[src/rtl/acc_cpu_mc.sv]
// Multicycle accumulator CPU: fetches over a req/ack instruction port, executes on a
// DATA_W accumulator with Z/C flags, and drives a valid/ready output port.
module acc_cpu_mc #(
    parameter int unsigned DATA_W  = 8,
    parameter int unsigned ADDR_W  = 8,
    localparam int unsigned INSTR_W = 4 + DATA_W
) (
    input  logic               clk,
    input  logic               reset,
    output logic [ADDR_W-1:0]  imem_addr,
    output logic               imem_req,
    input  logic               imem_ack,
    input  logic [INSTR_W-1:0] imem_data,
    output logic [DATA_W-1:0]  out_data,
    output logic               out_valid,
    input  logic               out_ready,
    output logic [DATA_W-1:0]  acc,
    output logic               halted
);

    localparam logic [1:0] StFetch   = 2'd0;
    localparam logic [1:0] StExec    = 2'd1;
    localparam logic [1:0] StOutWait = 2'd2;
    localparam logic [1:0] StHalted  = 2'd3;

    localparam logic [3:0] OpNop  = 4'h0;
    localparam logic [3:0] OpLdi  = 4'h1;
    localparam logic [3:0] OpAdd  = 4'h2;
    localparam logic [3:0] OpSub  = 4'h3;
    localparam logic [3:0] OpAnd  = 4'h4;
    localparam logic [3:0] OpOr   = 4'h5;
    localparam logic [3:0] OpXor  = 4'h6;
    localparam logic [3:0] OpShl  = 4'h7;
    localparam logic [3:0] OpShr  = 4'h8;
    localparam logic [3:0] OpJmp  = 4'h9;
    localparam logic [3:0] OpJz   = 4'hA;
    localparam logic [3:0] OpJc   = 4'hB;
    localparam logic [3:0] OpOut  = 4'hC;
    localparam logic [3:0] OpHalt = 4'hF;

    logic [1:0]         state_q, state_d;
    logic [ADDR_W-1:0]  pc_q, pc_d;
    logic [DATA_W-1:0]  acc_q, acc_d;
    logic               z_q, z_d;
    logic               c_q, c_d;
    logic [INSTR_W-1:0] ir_q, ir_d;
    logic [DATA_W-1:0]  out_data_q, out_data_d;

    logic [3:0]         opcode;
    logic [DATA_W-1:0]  imm;
    logic [ADDR_W-1:0]  jmp_target;
    logic [ADDR_W-1:0]  pc_inc;
    logic [DATA_W:0]    sum;
    logic [DATA_W:0]    diff;
    logic [DATA_W-1:0]  acc_new;
    logic               acc_wr;

    assign opcode     = ir_q[INSTR_W-1:DATA_W];
    assign imm        = ir_q[DATA_W-1:0];
    assign jmp_target = imm[ADDR_W-1:0];
    assign pc_inc     = pc_q + ADDR_W'(1);
    assign sum        = {1'b0, acc_q} + {1'b0, imm};
    // Bit DATA_W of the widened difference is the borrow (imm > acc unsigned).
    assign diff       = {1'b0, acc_q} - {1'b0, imm};

    always_comb begin
        state_d    = state_q;
        pc_d       = pc_q;
        acc_d      = acc_q;
        z_d        = z_q;
        c_d        = c_q;
        ir_d       = ir_q;
        out_data_d = out_data_q;
        acc_new    = acc_q;
        acc_wr     = 1'b0;

        case (state_q)
            StFetch: begin
                if (imem_ack) begin
                    ir_d    = imem_data;
                    state_d = StExec;
                end
            end
            StExec: begin
                pc_d    = pc_inc;
                state_d = StFetch;
                case (opcode)
                    OpLdi: begin
                        acc_new = imm;
                        acc_wr  = 1'b1;
                    end
                    OpAdd: begin
                        acc_new = sum[DATA_W-1:0];
                        c_d     = sum[DATA_W];
                        acc_wr  = 1'b1;
                    end
                    OpSub: begin
                        acc_new = diff[DATA_W-1:0];
                        c_d     = diff[DATA_W];
                        acc_wr  = 1'b1;
                    end
                    OpAnd: begin
                        acc_new = acc_q & imm;
                        acc_wr  = 1'b1;
                    end
                    OpOr: begin
                        acc_new = acc_q | imm;
                        acc_wr  = 1'b1;
                    end
                    OpXor: begin
                        acc_new = acc_q ^ imm;
                        acc_wr  = 1'b1;
                    end
                    OpShl: begin
                        acc_new = {acc_q[DATA_W-2:0], 1'b0};
                        c_d     = acc_q[DATA_W-1];
                        acc_wr  = 1'b1;
                    end
                    OpShr: begin
                        acc_new = {1'b0, acc_q[DATA_W-1:1]};
                        c_d     = acc_q[0];
                        acc_wr  = 1'b1;
                    end
                    OpJmp: pc_d = jmp_target;
                    OpJz: begin
                        if (z_q) pc_d = jmp_target;
                    end
                    OpJc: begin
                        if (c_q) pc_d = jmp_target;
                    end
                    OpOut: begin
                        out_data_d = acc_q;
                        state_d    = StOutWait;
                    end
                    OpHalt: begin
                        pc_d    = pc_q;
                        state_d = StHalted;
                    end
                    default: ;  // NOP and unused opcodes D, E
                endcase
                if (acc_wr) begin
                    acc_d = acc_new;
                    z_d   = (acc_new == '0);
                end
            end
            StOutWait: begin
                if (out_ready) state_d = StFetch;
            end
            default: state_d = StHalted;
        endcase
    end

    always_ff @(posedge clk) begin
        if (reset) begin
            state_q    <= StFetch;
            pc_q       <= '0;
            acc_q      <= '0;
            z_q        <= 1'b0;
            c_q        <= 1'b0;
            ir_q       <= '0;
            out_data_q <= '0;
        end else begin
            state_q    <= state_d;
            pc_q       <= pc_d;
            acc_q      <= acc_d;
            z_q        <= z_d;
            c_q        <= c_d;
            ir_q       <= ir_d;
            out_data_q <= out_data_d;
        end
    end

    // Handshake outputs decode from registered state only.
    assign imem_addr = pc_q;
    assign imem_req  = (state_q == StFetch);
    assign out_valid = (state_q == StOutWait);
    assign halted    = (state_q == StHalted);
    assign out_data  = out_data_q;
    assign acc       = acc_q;

endmodule

[config.mk]
export PLATFORM = sky130hd
export DESIGN_NAME = acc_cpu_mc
export DESIGN_NICKNAME = d
export VERILOG_FILES = /design/src/rtl/acc_cpu_mc.sv
export SDC_FILE = /design/constraint.sdc
export NUM_CORES = 1
export LEC_CHECK = 0
export BUFFER_PORTS_ARGS = -buffer_cell sky130_fd_sc_hd__buf_2
export CAP_MARGIN = 20
export CORE_ASPECT_RATIO = 0.7
export CORE_MARGIN = 8
export CORE_UTILIZATION = 63
export DETAILED_ROUTE_END_ITERATION = 8
export GPL_ROUTABILITY_DRIVEN = 0
export PLACE_DENSITY = 0.94
export SLEW_MARGIN = 20
export SYNTH_ARGS = -nofsm -noshare
export SYNTH_HDL_FRONTEND = slang
export SYNTH_SLANG_ARGS = --single-unit
[constraint.sdc]
create_clock -name clk -period 7.3 [get_ports clk]
set_input_delay 0.73 -clock clk [delete_from_list [all_inputs] [get_ports clk]]
set_output_delay 0.73 -clock clk [all_outputs]
set_load 0.01 [all_outputs]
==> metrics.txt, run 1 <==
# TYPE chip_impl_metric gauge
chip_impl_info{name="status",value="finished, violations left"} 1
chip_impl_info{name="failed_checks",value="design-rule violations"} 1
chip_impl_metric{name="worst-r2r-cell-count",unit=""} 9
chip_impl_metric{name="power_density",unit="mW/mm^2"} 170
chip_impl_metric{name="period_needed",unit="ns"} 3.02
chip_impl_metric{name="timing.critical_path.arrival",unit="ns"} 3.28
chip_impl_metric{name="gr-usage-all-layers",unit="%"} 24.8
chip_impl_info{name="timing.setup.critical_path_class",value="reg2reg"} 1
chip_impl_info{name="rr_endpoint",value="z_q"} 1
chip_impl_info{name="synth_area_leader_cell",value="dfxtp_1"} 1
chip_impl_metric{name="synth_sequential_area_ratio",unit="%"} 24.6
chip_impl_metric{name="holdBufCountCts",unit=""} 0
chip_impl_metric{name="regToRegSetupSlack",unit="ns"} 4.28
chip_impl_info{name="rsz0062_at_grt",value="no"} 1
chip_impl_metric{name="clock-sinks",unit=""} 40
chip_impl_metric{name="syn_inst",unit=""} 415
chip_impl_metric{name="finalHoldViolCount",unit=""} 0
chip_impl_metric{name="fp.dieArea",unit="mm^2"} 0.00775
chip_impl_metric{name="leakage",unit="uW"} 0.00142
chip_impl_metric{name="seq_area",unit="um^2"} 801
chip_impl_metric{name="worst_slack",unit="ns"} 4.28
chip_impl_metric{name="relSlewSlack",unit="%"} 34.2
chip_impl_metric{name="global_route_wire_length_before_repair",unit="um"} 15700
chip_impl_metric{name="critical_path.max_stage_delay",unit="ns"} 0.53
chip_impl_metric{name="yosys.cell_types.count",unit=""} 71
chip_impl_info{name="cts_tree",value="done"} 1
chip_impl_metric{name="timing_max_transition_violations_final",unit=""} 0
chip_impl_metric{name="port_buffers",unit=""} 42
chip_impl_metric{name="synth.net_count",unit=""} 458
chip_impl_info{name="setup.worst_path.end_class",value="flip-flop"} 1
chip_impl_metric{name="final.period_utilization",unit="%"} 41.4
chip_impl_metric{name="post-cts-setup-buffers",unit=""} 0
chip_impl_info{name="critical_path.top_delay_family",value="compound AO/OA/AOI/OAI gates"} 1
chip_impl_info{name="cpMostUsedCell",value="a2111oi_2"} 1
chip_impl_metric{name="initial_antenna_violation_count",unit=""} 0
chip_impl_metric{name="ys_ff_latch",unit=""} 40
chip_impl_metric{name="cell_area_after_technology_mapping",unit="mm^2"} 0.00325
chip_impl_metric{name="cts.htree.levels",unit=""} 2
chip_impl_metric{name="design.final.nets",unit=""} 482
chip_impl_info{name="yosys_most_used_dff",value="dfxtp_1"} 1
chip_impl_metric{name="hpwlAfterDp",unit="um"} 7080
chip_impl_info{name="source_of_the_worst_register_to_register_timing_path",value="acc[2]"} 1
chip_impl_info{name="worstHoldPathType",value="reg2reg"} 1
chip_impl_metric{name="fillCellCount",unit=""} 394
chip_impl_metric{name="critical_path_cell_count",unit=""} 9
chip_impl_metric{name="routed_length_on_met1",unit="um"} 4000
chip_impl_metric{name="detailroute.wirelength.met3",unit="um"} 1320
chip_impl_metric{name="max-vdd-ir-drop",unit="mV"} 0.106
chip_impl_info{name="crit_path_to",value="z_q"} 1
chip_impl_metric{name="max_freq",unit="MHz"} 331
chip_impl_info{name="highest-signal-layer",value="met4"} 1
chip_impl_info{name="critical_path.slowest_cell",value="dfxtp_1"} 1
chip_impl_metric{name="dpl-instance-area",unit="mm^2"} 0.00341
chip_impl_metric{name="yosys_warnings",unit=""} 0
chip_impl_metric{name="drtPass1Iterations",unit=""} 9
chip_impl_metric{name="synth.avg_cell_area",unit="um^2"} 7.83
chip_impl_metric{name="pin_count_of_the_biggest_net_entering_global_routing",unit=""} 42
chip_impl_metric{name="cts.path.max_buffers",unit=""} 2
chip_impl_metric{name="num_vias",unit=""} 3411
chip_impl_metric{name="dp_cells",unit=""} 504
chip_impl_metric{name="number_of_antenna_repair_diodes",unit=""} 0
chip_impl_metric{name="placeableCoreArea",unit="mm^2"} 0.00512
chip_impl_metric{name="dpl_worst_slack",unit="ns"} 4.42
chip_impl_info{name="root_buffer",value="clkbuf_8"} 1
chip_impl_metric{name="clk_pin_slew_worst_paths",unit="ns"} 0.09
chip_impl_metric{name="sum_of_met2_wire_segment_lengths_after_detailed_routing",unit="um"} 4220
chip_impl_info{name="setup.worst_path.start",value="acc[2]"} 1
chip_impl_info{name="startpoint_type",value="flip-flop"} 1
chip_impl_metric{name="setup_violations",unit=""} 0
chip_impl_metric{name="die_w",unit="um"} 102
chip_impl_metric{name="timing_worst_slew_pin_value",unit="ns"} 0.986
chip_impl_metric{name="wl_per_cell",unit="um"} 19.2
chip_impl_metric{name="synth_top_cell_area_share",unit="%"} 24.6
chip_impl_info{name="critical_path.cell_chain",value="inv_1 > ha_1 > nor2b_1 > a21oi_1 > a2111oi_2 > o211ai_2 > a2111oi_2 > o2111a_1 > a21o_1"} 1
chip_impl_metric{name="dr_iter_0_viols",unit=""} 458
chip_impl_metric{name="drt.antenna.violating_nets",unit=""} 0
chip_impl_metric{name="final.setup_skew",unit="ns"} 0.00701
chip_impl_metric{name="area_growth_syn_to_layout",unit="%"} 8.47
chip_impl_metric{name="post-route-drc-count",unit=""} 9
chip_impl_metric{name="floorplan_die_height",unit="um"} 76.1
chip_impl_metric{name="ys_async_sr_fraction",unit="%"} 0
chip_impl_metric{name="first_global_vias",unit=""} 3237
chip_impl_metric{name="placementRows",unit=""} 22
chip_impl_metric{name="initial_utilization",unit="%"} 63.5
chip_impl_metric{name="clock_insertion_delay_worst_skew",unit="ns"} 0.30
chip_impl_metric{name="worstPathMaxFanout",unit=""} 9
chip_impl_metric{name="postRouteWirelength",unit="um"} 9850
chip_impl_metric{name="cts_repair_resize_count",unit=""} 0
chip_impl_metric{name="timing.max_cap.violations",unit=""} 0
chip_impl_metric{name="boundaryPins",unit=""} 43
chip_impl_metric{name="worstPathBufferInverterCount",unit=""} 1
chip_impl_metric{name="cts_made_buffers",unit=""} 5
chip_impl_metric{name="layout-drive-gt1-share",unit="%"} 15.5
chip_impl_metric{name="finalInstanceArea",unit="mm^2"} 0.00353
chip_impl_metric{name="number_of_enable_type_register_cells_in_the_synthesized_netlist",unit=""} 0
chip_impl_info{name="ranking_of_synthesized_cells_by_area",value="dfxtp_1 (25%), ha_1 (9.6%), nor2_1 (7.3%), a21oi_1 (5.4%), mux2i_1 (4.3%)"} 1
chip_impl_metric{name="grt.overflow.total",unit=""} 0
chip_impl_metric{name="avgViaCountPerCell",unit=""} 6.66
chip_impl_metric{name="final_cell_count_no_fill",unit=""} 512
chip_impl_metric{name="multi_input_combinational_cell_area",unit="mm^2"} 0.00219
chip_impl_metric{name="final_core_utilization",unit="%"} 68.9
chip_impl_metric{name="setup-tns-final",unit="ns"} 0
chip_impl_metric{name="critPathRequiredTime",unit="ns"} 7.56
## metrics by stage
stage          hold WS, ns  power [uW]
3_5_place_dp         0.469         405
5_1_grt              0.513         618
6_report             0.482         598
2_1_floorplan        0.433         365
4_1_cts              0.489         589
3_3_place_gp         0.467         397
## worst reg2reg max path: stages (launching register included)
cell and delay, ns:
dfxtp_1 0.53, inv_1 0.09, ha_1 0.51, nor2b_1 0.31, a21oi_1 0.12, a2111oi_2 0.43
o211ai_2 0.18, a2111oi_2 0.45, o2111a_1 0.26, a21o_1 0.11
## synth_stat cells (3+ instances only)
master / instances
o21ai_1: 4
buf_6: 5
nand2b_1: 5
a2bb2oi_1: 6
a221oi_1: 3
nor2_1: 63
o21a_1: 3
buf_2: 8
a211oi_1: 9
ha_1: 25
xnor2_1: 3
clkbuf_1: 11
o31ai_1: 3
and3b_1: 3
inv_1: 25
a311oi_1: 3
a21oi_1: 35
nor2b_1: 8
buf_4: 3
o21bai_1: 3
nor3b_1: 5
nand3_1: 11
and3_1: 3
a21o_1: 4
or3_1: 3
o22ai_1: 3
o21ai_0: 21
nor3_1: 3
a32oi_1: 3
dfxtp_1: 40
mux2i_1: 14
nand2_1: 24
## cell type report
type                    count  share of cell area, %
multi-input cells         321                   62.2
flip-flops and latches     40                   22.7
inverters                  26                   2.77
well taps                  72                   2.56
clock buffers               5                   1.95
clock inverters             3                   1.21
repair buffers             45                   6.60
## report_power, final
part	leakage, uW	switching [uW]	internal (uW)
clock network	0.0000541	86.7	101
registers	0.000325	23.5	227
logic	0.00104	97.7	61.3
## metal layers
layer  up-vias  track usage (%)
met3        51             7.21
met1      1534             31.9
met5         -                0
met4         0             10.5
li1       1536                -
met2       290             37.3
## flip-flops by register name, indices dropped and copies added (netlist names)
name,cells
out_data,8
state_q,2
imem_addr,8
acc,8
ir_q,12
c_q,1
z_q,1
## logic make-up after synthesis
group           Yosys count  synth area share, %
simple gates            149                 23.9
buf+inv                  54                 8.04
xor+xnor                  4                 1.08
mux                      15                 4.66
flops                    40                 24.6
fa+ha+maj                27                 10.9
compound gates          126                 26.8
## cells in the final DEF, fill, tap and decap left out, types with 4 or more instances in the layout
master | netlist | routed
a21o_1 | 4 | 4
nor2_1 | 63 | 63
buf_2 | 8 | 42
nor2b_1 | 8 | 8
clkbuf_8 | 0 | 5
a2bb2oi_1 | 6 | 6
mux2i_1 | 14 | 14
dfxtp_1 | 40 | 40
nand3_1 | 11 | 11
inv_1 | 25 | 25
o21ai_0 | 21 | 21
a21oi_1 | 35 | 35
a211oi_1 | 9 | 9
nand2_1 | 24 | 24
ha_1 | 25 | 25
nand2b_1 | 5 | 5
o21ai_1 | 4 | 4
nor3b_1 | 5 | 4
## worst min-delay path by stage
stage | slack (ns) | from | end | depth (start not counted)
finish | 0.48 | c_q | c_q | 2
global route | 0.51 | c_q | c_q | 2
CTS | 0.49 | c_q | c_q | 2
detailed placement | 0.47 | c_q | c_q | 2
global placement | 0.47 | c_q | c_q | 2
floorplan | 0.43 | c_q | c_q | 2
(Power assumes the default switching activity.)
==> run 2: changes to the inputs <==
Settings changed: CORE_UTILIZATION 63 to 53, PLACE_DENSITY 0.94 to 0.85.
Clock period 7.3 ns to 2.5 ns, I/O delays scaled along.
==> metrics.txt, run 2 (same netlist as run 1, synthesis figures left out) <==
# TYPE chip_impl_metric gauge
chip_impl_info{name="leading_cell_types_in_the_layout_fill_and_taps_excluded",value="nor2_1 (62), buf_2 (42), buf_4 (36), a21oi_1 (35), dfxtp_1 (35)"} 1
chip_impl_metric{name="switching_power",unit="uW"} 652
chip_impl_metric{name="max-vdd-ir-drop",unit="mV"} 0.392
chip_impl_info{name="setup.worst_path.end_class",value="flip-flop"} 1
chip_impl_metric{name="max_freq",unit="MHz"} 380
chip_impl_metric{name="cts.path.max_buffers",unit=""} 2
chip_impl_metric{name="finalHoldViolCount",unit=""} 0
chip_impl_metric{name="wl_per_cell",unit="um"} 19.8
chip_impl_info{name="failed_checks",value="negative setup slack"} 1
chip_impl_info{name="critical_path.slowest_cell",value="a2111o_1"} 1
chip_impl_metric{name="num_vias",unit=""} 3628
chip_impl_metric{name="initial_antenna_violation_count",unit=""} 0
chip_impl_info{name="rr_endpoint",value="z_q"} 1
chip_impl_metric{name="setup_violations",unit=""} 1
chip_impl_metric{name="dpl-instance-area",unit="mm^2"} 0.00365
chip_impl_metric{name="drtPass1Iterations",unit=""} 7
chip_impl_metric{name="detailroute.wirelength.met3",unit="um"} 1690
chip_impl_metric{name="timing_max_transition_violations_final",unit=""} 0
chip_impl_metric{name="grt.overflow.total",unit=""} 0
chip_impl_metric{name="setup-tns-final",unit="ns"} -0.129
chip_impl_metric{name="power_density",unit="mW/mm^2"} 479
chip_impl_metric{name="area_growth_syn_to_layout",unit="%"} 18.7
chip_impl_info{name="source_of_the_worst_register_to_register_timing_path",value="ir_q[1]"} 1
chip_impl_metric{name="pin_count_of_the_biggest_net_entering_global_routing",unit=""} 41
chip_impl_metric{name="initial_utilization",unit="%"} 53.6
chip_impl_metric{name="boundaryPins",unit=""} 43
chip_impl_metric{name="port_buffers",unit=""} 42
chip_impl_metric{name="final.setup_skew",unit="ns"} 0.00415
chip_impl_metric{name="placementRows",unit=""} 24
chip_impl_metric{name="power.share.sequential",unit="%"} 38.4
chip_impl_metric{name="timing_worst_slew_pin_value",unit="ns"} 0.763
chip_impl_metric{name="holdWs",unit="ns"} 0.174
chip_impl_info{name="critical_path.cell_chain",value="inv_1 > ha_1 > or2_1 > a211oi_2 > o22ai_1 > a2111o_1 > o21ai_1 > o2111a_1 > a21o_1"} 1
chip_impl_metric{name="fp.dieArea",unit="mm^2"} 0.00894
chip_impl_metric{name="comb_power_share",unit="%"} 31.2
chip_impl_info{name="crit_path_to",value="z_q"} 1
chip_impl_metric{name="critPathRequiredTime",unit="ns"} 2.76
chip_impl_metric{name="relSlewSlack",unit="%"} 48.7
chip_impl_metric{name="clock_insertion_delay_worst_skew",unit="ns"} 0.30
chip_impl_metric{name="dr_iter_0_viols",unit=""} 450
chip_impl_metric{name="period_needed",unit="ns"} 2.63
chip_impl_metric{name="worst-r2r-cell-count",unit=""} 9
chip_impl_metric{name="hpwlAfterDp",unit="um"} 7890
chip_impl_info{name="worstHoldPathType",value="in2reg"} 1
chip_impl_metric{name="dp_cells",unit=""} 541
chip_impl_metric{name="drt.antenna.violating_nets",unit=""} 0
chip_impl_metric{name="clk_pin_slew_worst_paths",unit="ns"} 0.08
chip_impl_metric{name="leakage",unit="uW"} 0.00159
chip_impl_metric{name="cts.htree.levels",unit=""} 2
chip_impl_metric{name="routed_length_on_met1",unit="um"} 4240
chip_impl_metric{name="internal_power",unit="uW"} 1200
chip_impl_metric{name="number_of_antenna_repair_diodes",unit=""} 0
chip_impl_metric{name="avgViaCountPerCell",unit=""} 6.58
chip_impl_metric{name="largest_register_ffs",unit=""} 12
chip_impl_metric{name="pwr-share-clk",unit="%"} 30.4
chip_impl_metric{name="final.period_utilization",unit="%"} 105
chip_impl_metric{name="holdBufCountCts",unit=""} 0
chip_impl_metric{name="layout-drive-gt1-share",unit="%"} 24.9
chip_impl_info{name="setup.worst_path.start",value="ir_q[1]"} 1
chip_impl_info{name="status",value="finished, violations left"} 1
chip_impl_metric{name="worstPathMaxFanout",unit=""} 5
chip_impl_metric{name="floorplan_die_height",unit="um"} 81.5
chip_impl_metric{name="first_global_vias",unit=""} 3510
chip_impl_metric{name="final_cell_count_no_fill",unit=""} 551
chip_impl_metric{name="cts_made_buffers",unit=""} 5
chip_impl_metric{name="finalInstanceArea",unit="mm^2"} 0.00386
chip_impl_info{name="rsz0062_at_grt",value="yes"} 1
chip_impl_info{name="startpoint_type",value="flip-flop"} 1
chip_impl_metric{name="placeableCoreArea",unit="mm^2"} 0.00607
chip_impl_metric{name="gr-usage-all-layers",unit="%"} 25.1
chip_impl_info{name="cts_tree",value="done"} 1
chip_impl_metric{name="worst_slack",unit="ns"} -0.129
chip_impl_metric{name="clock-sinks",unit=""} 40
chip_impl_info{name="registers.top_by_ff_count",value="ir_q"} 1
chip_impl_metric{name="timing.critical_path.arrival",unit="ns"} 2.88
chip_impl_info{name="layout.cells.most_common",value="nor2_1"} 1
chip_impl_info{name="timing.setup.critical_path_class",value="reg2reg"} 1
chip_impl_metric{name="regToRegSetupSlack",unit="ns"} -0.13
chip_impl_metric{name="global_route_wire_length_before_repair",unit="um"} 17700
chip_impl_metric{name="critical_path.max_stage_delay",unit="ns"} 0.40
chip_impl_metric{name="final_core_utilization",unit="%"} 63.6
chip_impl_metric{name="sum_of_met2_wire_segment_lengths_after_detailed_routing",unit="um"} 4660
chip_impl_metric{name="post-route-drc-count",unit=""} 0
chip_impl_metric{name="design.final.nets",unit=""} 515
chip_impl_info{name="root_buffer",value="clkbuf_8"} 1
chip_impl_metric{name="timing.max_cap.violations",unit=""} 0
chip_impl_metric{name="hold-path-cell-count",unit=""} 3
chip_impl_info{name="highest-signal-layer",value="met4"} 1
chip_impl_metric{name="power.share.switching",unit="%"} 35.2
chip_impl_metric{name="die_w",unit="um"} 110
chip_impl_metric{name="postRouteWirelength",unit="um"} 10900
[run 2: cell count changes in the layout (fill, tap and decap cells not counted), sizes merged]
| cell | delta |
|---|---|
| clkinv | -1 |
| buf | +33 |
| inv | +1 |
[run 2: per-stage QoR]
| step | total power [uW] | setup WS (ns) |
|---|---|---|
| 3_5_place_dp | 1240 | -0.125 |
| 6_report | 1850 | -0.129 |
| 4_1_cts | 1820 | -0.0289 |
| 3_3_place_gp | 1230 | -0.0478 |
| 2_1_floorplan | 1060 | 0.0712 |
| 5_1_grt | 1930 | -0.152 |
[run 2: final cells by class]
cell class / count / area [um^2]
Clock buffer: 5 / 68.8
Clock inverter: 3 / 46.3
Fill cell: 514 / 2210
Inverter: 26 / 100
Multi-Input combinational cell: 321 / 2250
Sequential cell: 40 / 812
Tap cell: 78 / 97.6
Timing Repair Buffer: 78 / 480
[run 2: what timing repair did]
action | in CTS | in global routing
resized for setup | 19 | 3
setup endpoints to repair | 2 | 3
gates cloned | 0 | 0
setup buffers | 2 | 0
pin swaps | 8 | 0
[run 2: power by group through the flow]
stage | combinational, uW | clock [uW] | sequential [uW]
after floorplan | 349 | 0 | 715
after global placement | 508 | 0 | 718
after detailed placement | 523 | 0 | 720
after CTS | 545 | 565 | 708
after global routing | 615 | 598 | 715
final | 578 | 563 | 710
[run 2: metal layers]
layer | global-route usage, % | up-vias
met5 | 0 | -
met4 | 7.25 | 0
met3 | 9.01 | 57
met2 | 39.0 | 314
met1 | 32.2 | 1648
li1 | - | 1609
[run 2: critical path, delay by kind of cell, from the launching register on]
kind,cells,cell delay [ns]
simple gates,1,0.27
fa+ha+maj,1,0.33
buf+inv,1,0.12
compound gates,6,1.45
flops,1,0.39
[run 2: worst min-delay path by stage]
| stage | startpoint | end | slack (ns) |
|---|---|---|---|
| 3_3_place_gp | c_q | c_q | 0.46 |
| 5_1_grt | imem_data[0] | ir_q[0] | 0.17 |
| 2_1_floorplan | imem_data[11] | ir_q[11] | 0.39 |
| 3_5_place_dp | c_q | c_q | 0.48 |
| 4_1_cts | imem_data[0] | ir_q[0] | 0.17 |
| 6_report | imem_data[11] | ir_q[11] | 0.17 |
